**src/rtl/mmio_timer_responder_pkg.sv**
```systemverilog
// Shared register map and bit positions for the MMIO timer responder.
// Offsets are byte offsets within the 32-byte window; decode uses bits [4:2].
package mmio_timer_responder_pkg;

  localparam logic [4:0] OFF_CTRL     = 5'h00;
  localparam logic [4:0] OFF_PRESCALE = 5'h04;
  localparam logic [4:0] OFF_COMPARE  = 5'h08;
  localparam logic [4:0] OFF_COUNT    = 5'h0C;
  localparam logic [4:0] OFF_STATUS   = 5'h10;

  localparam int unsigned CTRL_EN      = 0;
  localparam int unsigned CTRL_AUTO    = 1;
  localparam int unsigned CTRL_IE      = 2;
  localparam int unsigned STATUS_MATCH = 0;

  // Word index of a byte address inside the register window.
  function automatic logic [2:0] reg_sel(input logic [31:0] addr);
    return addr[4:2];
  endfunction

endpackage

```
**src/rtl/mmio_timer_responder_prescaler.sv**
```systemverilog
// Prescaler for the MMIO timer: pulses tick once every presc+1 enabled clocks.
// The counter is held at zero while disabled and restarts on clr.
module timer_prescaler #(
  parameter int unsigned PRESC_W = 16
) (
  input  logic               clk,
  input  logic               reset,
  input  logic               en,
  input  logic               clr,
  input  logic [PRESC_W-1:0] presc,
  output logic               tick
);

  logic [PRESC_W-1:0] pcnt;

  // tick depends only on the enabled count; a same-cycle clr restarts the next period
  assign tick = en && (pcnt == presc);

  always_ff @(posedge clk or posedge reset) begin
    if (reset) begin
      pcnt <= '0;
    end else if (!en || clr || tick) begin
      pcnt <= '0;
    end else begin
      pcnt <= pcnt + PRESC_W'(1);
    end
  end

endmodule

```
**src/rtl/mmio_timer_responder.sv**
```systemverilog
// Memory-mapped timer responder: address decode, register file, prescaled
// 32-bit up-counter with compare match, W1C status and level interrupt.
module mmio_timer_responder
  import mmio_timer_responder_pkg::*;
#(
  parameter logic [31:0] BASE_ADDR = 32'h0000_7F00,
  parameter int unsigned PRESC_W   = 16
) (
  input  logic        clk,
  input  logic        reset,
  input  logic [31:0] memaddr,
  input  logic        memwrite,
  input  logic [31:0] memwritedata,
  output logic        hit,
  output logic [31:0] memreaddata,
  output logic        irq
);

  logic [2:0]         ctrl;
  logic [PRESC_W-1:0] presc;
  logic [31:0]        compare;
  logic [31:0]        count;
  logic               match;

  logic [2:0]  ctrl_n;
  logic [31:0] count_n;
  logic        match_n;
  logic        tick;

  logic [2:0] sel;
  logic       wr;
  logic       wr_ctrl, wr_presc, wr_compare, wr_count, wr_status;
  logic       unused_addr_bits;

  assign unused_addr_bits = ^memaddr[1:0];

  assign hit = (memaddr[31:5] == BASE_ADDR[31:5]);
  assign sel = reg_sel(memaddr);
  assign wr  = hit && memwrite;

  assign wr_ctrl    = wr && (sel == OFF_CTRL[4:2]);
  assign wr_presc   = wr && (sel == OFF_PRESCALE[4:2]);
  assign wr_compare = wr && (sel == OFF_COMPARE[4:2]);
  assign wr_count   = wr && (sel == OFF_COUNT[4:2]);
  assign wr_status  = wr && (sel == OFF_STATUS[4:2]);

  timer_prescaler #(
    .PRESC_W(PRESC_W)
  ) u_prescaler (
    .clk  (clk),
    .reset(reset),
    .en   (ctrl[CTRL_EN]),
    .clr  (wr_ctrl),
    .presc(presc),
    .tick (tick)
  );

  // Tick effects are computed first, then CPU writes override them; a COUNT
  // write suppresses the whole tick (no increment, no match, no one-shot stop).
  always_comb begin
    ctrl_n  = ctrl;
    count_n = count;
    match_n = match && !(wr_status && memwritedata[STATUS_MATCH]);
    if (tick && !wr_count) begin
      if (count == compare) begin
        match_n = 1'b1;
        if (ctrl[CTRL_AUTO]) begin
          count_n = '0;
        end else begin
          ctrl_n[CTRL_EN] = 1'b0;
        end
      end else begin
        count_n = count + 32'd1;
      end
    end
    if (wr_ctrl) begin
      ctrl_n = memwritedata[2:0];
    end
    if (wr_count) begin
      count_n = memwritedata;
    end
  end

  always_ff @(posedge clk or posedge reset) begin
    if (reset) begin
      ctrl    <= '0;
      presc   <= '0;
      compare <= '0;
      count   <= '0;
      match   <= 1'b0;
    end else begin
      ctrl    <= ctrl_n;
      count   <= count_n;
      match   <= match_n;
      if (wr_presc) begin
        presc <= memwritedata[PRESC_W-1:0];
      end
      if (wr_compare) begin
        compare <= memwritedata;
      end
    end
  end

  assign irq = match && ctrl[CTRL_IE];

  always_comb begin
    memreaddata = '0;
    if (hit) begin
      case (sel)
        OFF_CTRL[4:2]:     memreaddata = {29'd0, ctrl};
        OFF_PRESCALE[4:2]: memreaddata = 32'(presc);
        OFF_COMPARE[4:2]:  memreaddata = compare;
        OFF_COUNT[4:2]:    memreaddata = count;
        OFF_STATUS[4:2]:   memreaddata = {31'd0, match};
        default:           memreaddata = '0;
      endcase
    end
  end

endmodule

```
**config.mk**
```make
export PLATFORM = sky130hd
export DESIGN_NAME = mmio_timer_responder
export DESIGN_NICKNAME = d
export VERILOG_FILES = /design/src/rtl/mmio_timer_responder_pkg.sv /design/src/rtl/mmio_timer_responder_prescaler.sv /design/src/rtl/mmio_timer_responder.sv
export SDC_FILE = /design/constraint.sdc
export NUM_CORES = 1
export LEC_CHECK = 0
export BUFFER_PORTS_ARGS = -buffer_cell sky130_fd_sc_hd__buf_2
export CAP_MARGIN = 25
export CORE_ASPECT_RATIO = 0.9
export CORE_MARGIN = 10
export CORE_UTILIZATION = 55
export CTS_BUF_LIST = sky130_fd_sc_hd__clkbuf_8
export CTS_CLUSTER_SIZE = 24
export DETAILED_ROUTE_END_ITERATION = 10
export PLACE_DENSITY = 0.78
export SKIP_LAST_GASP = 1
export SYNTH_ARGS = -nofsm -noshare
export SYNTH_HDL_FRONTEND = slang
export SYNTH_SLANG_ARGS = --single-unit
```
**constraint.sdc**
```tcl
create_clock -name clk -period 4.1 [get_ports clk]
set_clock_uncertainty 0.05 [all_clocks]
set_input_delay 0.41 -clock clk [delete_from_list [all_inputs] [get_ports clk]]
set_output_delay 0.41 -clock clk [all_outputs]
set_load 0.02 [all_outputs]
```
==> Yosys cells after proc, flatten, opt, wreduce, memory -nomap -nowiden <==
Cells that the tools add are included.
{ "word_totals": {"reg_bits": 100, "input_bits": 67, "out_inout_bits": 34, "wordCells": 53} }
{ "classes": {"n_addsub": 2, "eq_ne": 9, "mux": 13, "n_reduce_logical": 22} }
{ "op_table": {"columns": ["cell", "count"], "rows": [
  ["32-bit 2-to-1 mux", 5],
  ["32-bit case mux with 5 select lines", 1],
  ["32-bit by 1-bit adder with 32-bit output, second input constant", 1],
  ["32-bit == test", 1],
  ["27-bit by 10-bit == test with 1-bit output, second input constant", 1],
  ["16-bit by 1-bit adder with 16-bit output, second input constant", 1],
  ["16-bit == test", 1],
  ["16-bit 2-to-1 mux", 1],
  ["1-bit logical AND", 11],
  ["3-bit by 2-bit == test with 1-bit output, second input constant", 2],
  ["1-bit 2-to-1 mux", 6],
  ["2-bit nonzero test", 3],
  ["3-bit by 1-bit == test with 1-bit output, second input constant", 1],
  ["3-bit == test, second input constant", 1],
  ["1-bit zero test", 3],
  ["3-bit zero test", 1],
  ["3-bit != test, second input constant", 1],
  ["3-bit AND reduction", 1],
  ["1-bit logical OR", 2],
  ["2-bit by 1-bit != test with 1-bit output, second input constant", 1],
  ["2-bit AND reduction", 1]
]} }

==> Logic depth before layout (Yosys ltp) <==
{ "logic_depth": {"ltp_word": 8, "ltp_mapped": 11, "depth_no_buf": 8} }

==> Cells and area by module <==
Synthesis repeated with hierarchy kept, for this count alone.
{ "unflattened": {"hier_cells": 671, "area_unflattened_um2": 6404.9} }
{ "by_module_without_submodules": {"columns": ["mod", "n_inst", "cells_per_inst", "area_per_inst_um2", "seq_area_each_um2"], "rows": [
  ["mmio_timer_responder", 1, 572, 5461.5, 2102.0],
  ["timer_prescaler", 1, 99, 943.4, 400.4]
]} }

==> Worst setup path before layout <==
No wires, ideal clock.
{ "synth_path": {"kind": "input to output", "startpoint": "input port memaddr[6]", "endpoint": "output port memreaddata[21]", "t_arrival_ns": 2.441, "required_ns": 3.640, "setup_slack_ns": 1.199, "cell_stages": 7, "path_buffers": 2, "path_cell_list": "or4_1 > nor4_2 > and2_1 > clkbuf_1 > o21ai_1 > clkbuf_1 > nor2_1"} }
{ "synth_between": {"elab_chain_len": 2} }
{ "synth_rtl": {"columns": ["item", "line", "text"], "rows": [
  ["start: declaration", "mmio_timer_responder.sv:11", "input logic [31:0] memaddr,"],
  ["27-bit by 10-bit == test with 1-bit output", "mmio_timer_responder.sv:37", "assign hit = (memaddr[31:5] == BASE_ADDR[31:5]);"],
  ["net hit", "mmio_timer_responder.sv:14", "output logic hit,"],
  ["32-bit 2-to-1 mux", "mmio_timer_responder.sv:108", "if (hit) begin"],
  ["end: declaration", "mmio_timer_responder.sv:15", "output logic [31:0] memreaddata,"]
]} }
The timed path passes the listed nets, and every way through them passes these cells.

==> Final worst setup path <==
{ "layout_path": {"startpoint": "register u_prescaler.pcnt[6]", "endpoint": "register count[16]"} }
{ "layout_between": {"elab_chain_len": 5} }
{ "layout_rtl": {"columns": ["item", "line", "text"], "rows": [
  ["start: declaration", "mmio_timer_responder_prescaler.sv:14", "logic [PRESC_W-1:0] pcnt;"],
  ["start signal: assignment", "mmio_timer_responder_prescaler.sv:25", "pcnt <= pcnt + PRESC_W'(1);"],
  ["16-bit == test", "mmio_timer_responder_prescaler.sv:17", "assign tick = en && (pcnt == presc);"],
  ["1-bit logical AND", "mmio_timer_responder_prescaler.sv:17", null],
  ["1-bit logical AND", "mmio_timer_responder.sv:64", "if (tick && !wr_count) begin"],
  ["2-bit nonzero test (no source line)", null, null],
  ["2-bit AND reduction (no source line)", null, null],
  ["end signal: assignment", "mmio_timer_responder.sv:93", "count <= count_n;"],
  ["end: declaration", "mmio_timer_responder.sv:22", "logic [31:0] count;"]
]} }
No other way between the ends.
A chain may end at the register's enable or synchronous reset.

==> results.cfg <==
[drt]
first_iter_violations = 542
drcViolationCount = 0
via_per_inst = 6.10
firstDrtPassIters = 5
postRouteWirelength_um = 17400
vias = 5493
wl_per_cell_um = 19.4
final_antenna_net_count = 0

[cells_and_area]
multi_input_area_sq_um = 3430
area_delta_synth_final_pct = 12.0
num-fill-cells = 959
num_antenna_cells = 0
drive_above_1_share_pct = 26.7
nets = 813
final-seq-area_sq_um = 2500

[placed_design]
routabilityCongestion = 0.877
port_buffers = 98
dp_hpwl_um = 13000
pre_cts_ws_ns = 1.07

[worst_setup_path]
r2r_cells = 7
r2r_end = count[16]
crit_buf_inv = 0
arrival_ns = 3.39
r2r_slack_ns = 0.95
path_cells = xnor2_1, nand4_1, nor3_1, nand3b_4, or2_2, or3_1, nand3_1
crit_type = reg -> reg
crit_family = simple AND/OR/NAND/NOR gates
end_kind = flip-flop
r2r_start = u_prescaler.pcnt[6]
cp.depth = 7
critPathMaxStageDelay_ns = 0.73
cp-start-kind = flip-flop
cp_max_fo = 30
endpoint = count[16]
worst_ep_required_time_ns = 4.34
crit_slowest_cell = nor3_1
cp-startpoint = u_prescaler.pcnt[6]

[synth]
postSynthAreaPerCell_sq_um = 9.33
synth_cell_types = 57
synth-seq-cells = 100
synth-async-reset-ratio_pct = 100
synth_edf_count = 0
yosysSeqAreaShare_pct = 40.2
yosysTopAreaCellShare_pct = 40.2
yosysWarnings = 0
syn-instance-count = 667
syn-num-nets = 736
syn_area_sq_um = 6220
yosysTopAreaCell = dfrtp_1
synth_area_leaders = dfrtp_1, mux2_2, xor2_1
synth_flop_cell = dfrtp_1

[sta]
timing.setup.tns_ns = 0
hold_viol_final = 0
setup_slack_ns = 0.953
finalSetupViolCount = 0
clock.fmax_mhz = 318
min_period_ns = 3.15
period_share_pct = 76.8
slew_viol_final = 0
tightest_slew_ns = 0.997
slew_headroom_pct = 33.4
rsz0062_at_grt = no

[clock_tree]
cts.path.max_buffers = 2
postCtsHoldBufs = 0
cts_setup_buffers = 0
cts_tree = done
root_buffer = clkbuf_8
cts.clk_slew.worst_paths_ns = 0.10
clkLatencyLatePin_ns = 0.36
numCtsBuffers = 9
h-tree-depth = 3
cts_sinks = 100
cts_resized = 0

[floorplan]
die_w_um = 132
die_area_sq_um = 16000
floorplan.rows = 36
start_util_pct = 56.9
io_pins = 101
die_y_um = 121
core_sq_um = 10900

[grt]
antenna_found_initial = 0
grt-ovfl-total = 0
grt_max_degree = 73
grt_first_pass_wirelength_um = 28900
grt_usage_pct = 21.8
grt_pass1_vias = 5547

[power]
p_leak_uw = 0.00330
ir_worst_vdd_v = 0.000147
pwr_density_cell_nw_per_um2 = 249

[outcome]
status = completed

[job]
maxCapViolations = 0

[worst_hold_path]
hold_path.class = in -> async
==> area by class of cell <==
type                       count  area share (%)
sequential                   100            35.9
clock buffer                  11            2.17
clock inverter                 4           0.718
timing repair buffer         111            8.43
inverter                      15           0.843
multi-input combinational    507            49.2
tap                          152            2.73
==> worst register-to-register path: cells and delay by family, from the launching register on <==
family           cells  cell delay [ns]
AND/OR/NAND/NOR      6             2.35
flip-flops           1             0.45
XOR/XNOR             1             0.23
==> state kept, by name, summed over array words and instances, names as in the netlist <==
| register | count |
|---|---|
| compare | 32 |
| count | 32 |
| presc | 16 |
| u_prescaler.pcnt | 16 |
| ctrl | 3 |
| match | 1 |
==> metrics by stage <==
stage               std cells  hold slack, ns  total power (uW)  utilization, %  area (sq um)
floorplan                 667           0.434              1050               -          6220
global placement          885           0.458              1100            61.9          6770
detailed placement        885           0.481              1110            61.9          6770
CTS                       900           0.208              1750            63.7          6970
global route              900           0.232              1800            63.7          6970
finish                    900           0.171              1730            63.7          6970
==> where the power goes <==
group          leakage [uW]  total [uW]  switching, uW  internal, uW
Combinational       0.00182         101           65.7          35.2
Sequential          0.00138         987          0.848           986
Clock              0.000103         646            335           312
==> per-layer routing <==
metal | track usage (%) | share of wire (%)
met2 | 34.4 | 46
met4 | 5.76 | 1.5
met5 | 0 | 0
met3 | 6.25 | 8.1
met1 | 28.9 | 44
==> cell usage in the layout (no fill, tap or decap), types with 11 or more instances in the layout <==
cell type and count:
dfrtp_1 100, buf_2 98, nor2_1 73, mux2_2 63, nand2_1 57, xor2_1 42, a22oi_1 39, nor3_1 28
nand3_1 27, xnor2_1 20, o21ai_1 20, nor4_1 17, inv_1 15, nand4_1 14, buf_4 13, and3_1 12
o21ai_0 12, clkbuf_8 11
==> Yosys cell counts (3+ instances only) <==
master,instances
buf_4,4
o31ai_1,4
xnor2_1,20
nand4b_1,5
buf_2,9
a211oi_1,4
inv_1,15
mux2i_1,3
clkbuf_1,25
o21ai_1,20
xor2_1,42
nor4_1,17
or3_1,3
o21ai_0,12
nand2b_1,3
nor3b_1,5
nand3b_1,3
buf_6,3
a22oi_1,39
a21oi_1,6
and2_1,3
nand3_1,27
a32oi_1,8
nor3_1,28
nor2_1,74
nand4_1,14
and3_1,12
nand2_1,57
dfrtp_1,100
and4_1,3
o211ai_1,4
mux2_2,63
==> cell families after synthesis <==
kind of cell	count (synthesis)	share of synthesized area, %
and+or+nand+nor	269	22.1
AOI/OAI and AO/OA	108	11.9
DFF	100	40.2
muxes	66	11.9
xor gates and xnor gates	62	8.72
buffers and inverters	60	4.78
adders and majority gates	2	0.402
==> how the worst min path moves through the flow <==
stage / startpoint / end / slack (ns) / depth (start not counted)
finish: reset / u_prescaler.pcnt[4] / 0.17 / 2
detailed placement: presc[4] / presc[4] / 0.48 / 2
CTS: memwritedata[25] / count[25] / 0.21 / 3
global route: reset / u_prescaler.pcnt[4] / 0.23 / 2
floorplan: match / match / 0.43 / 2
global placement: ctrl[2] / ctrl[2] / 0.46 / 1
(Power assumes the default switching activity.)
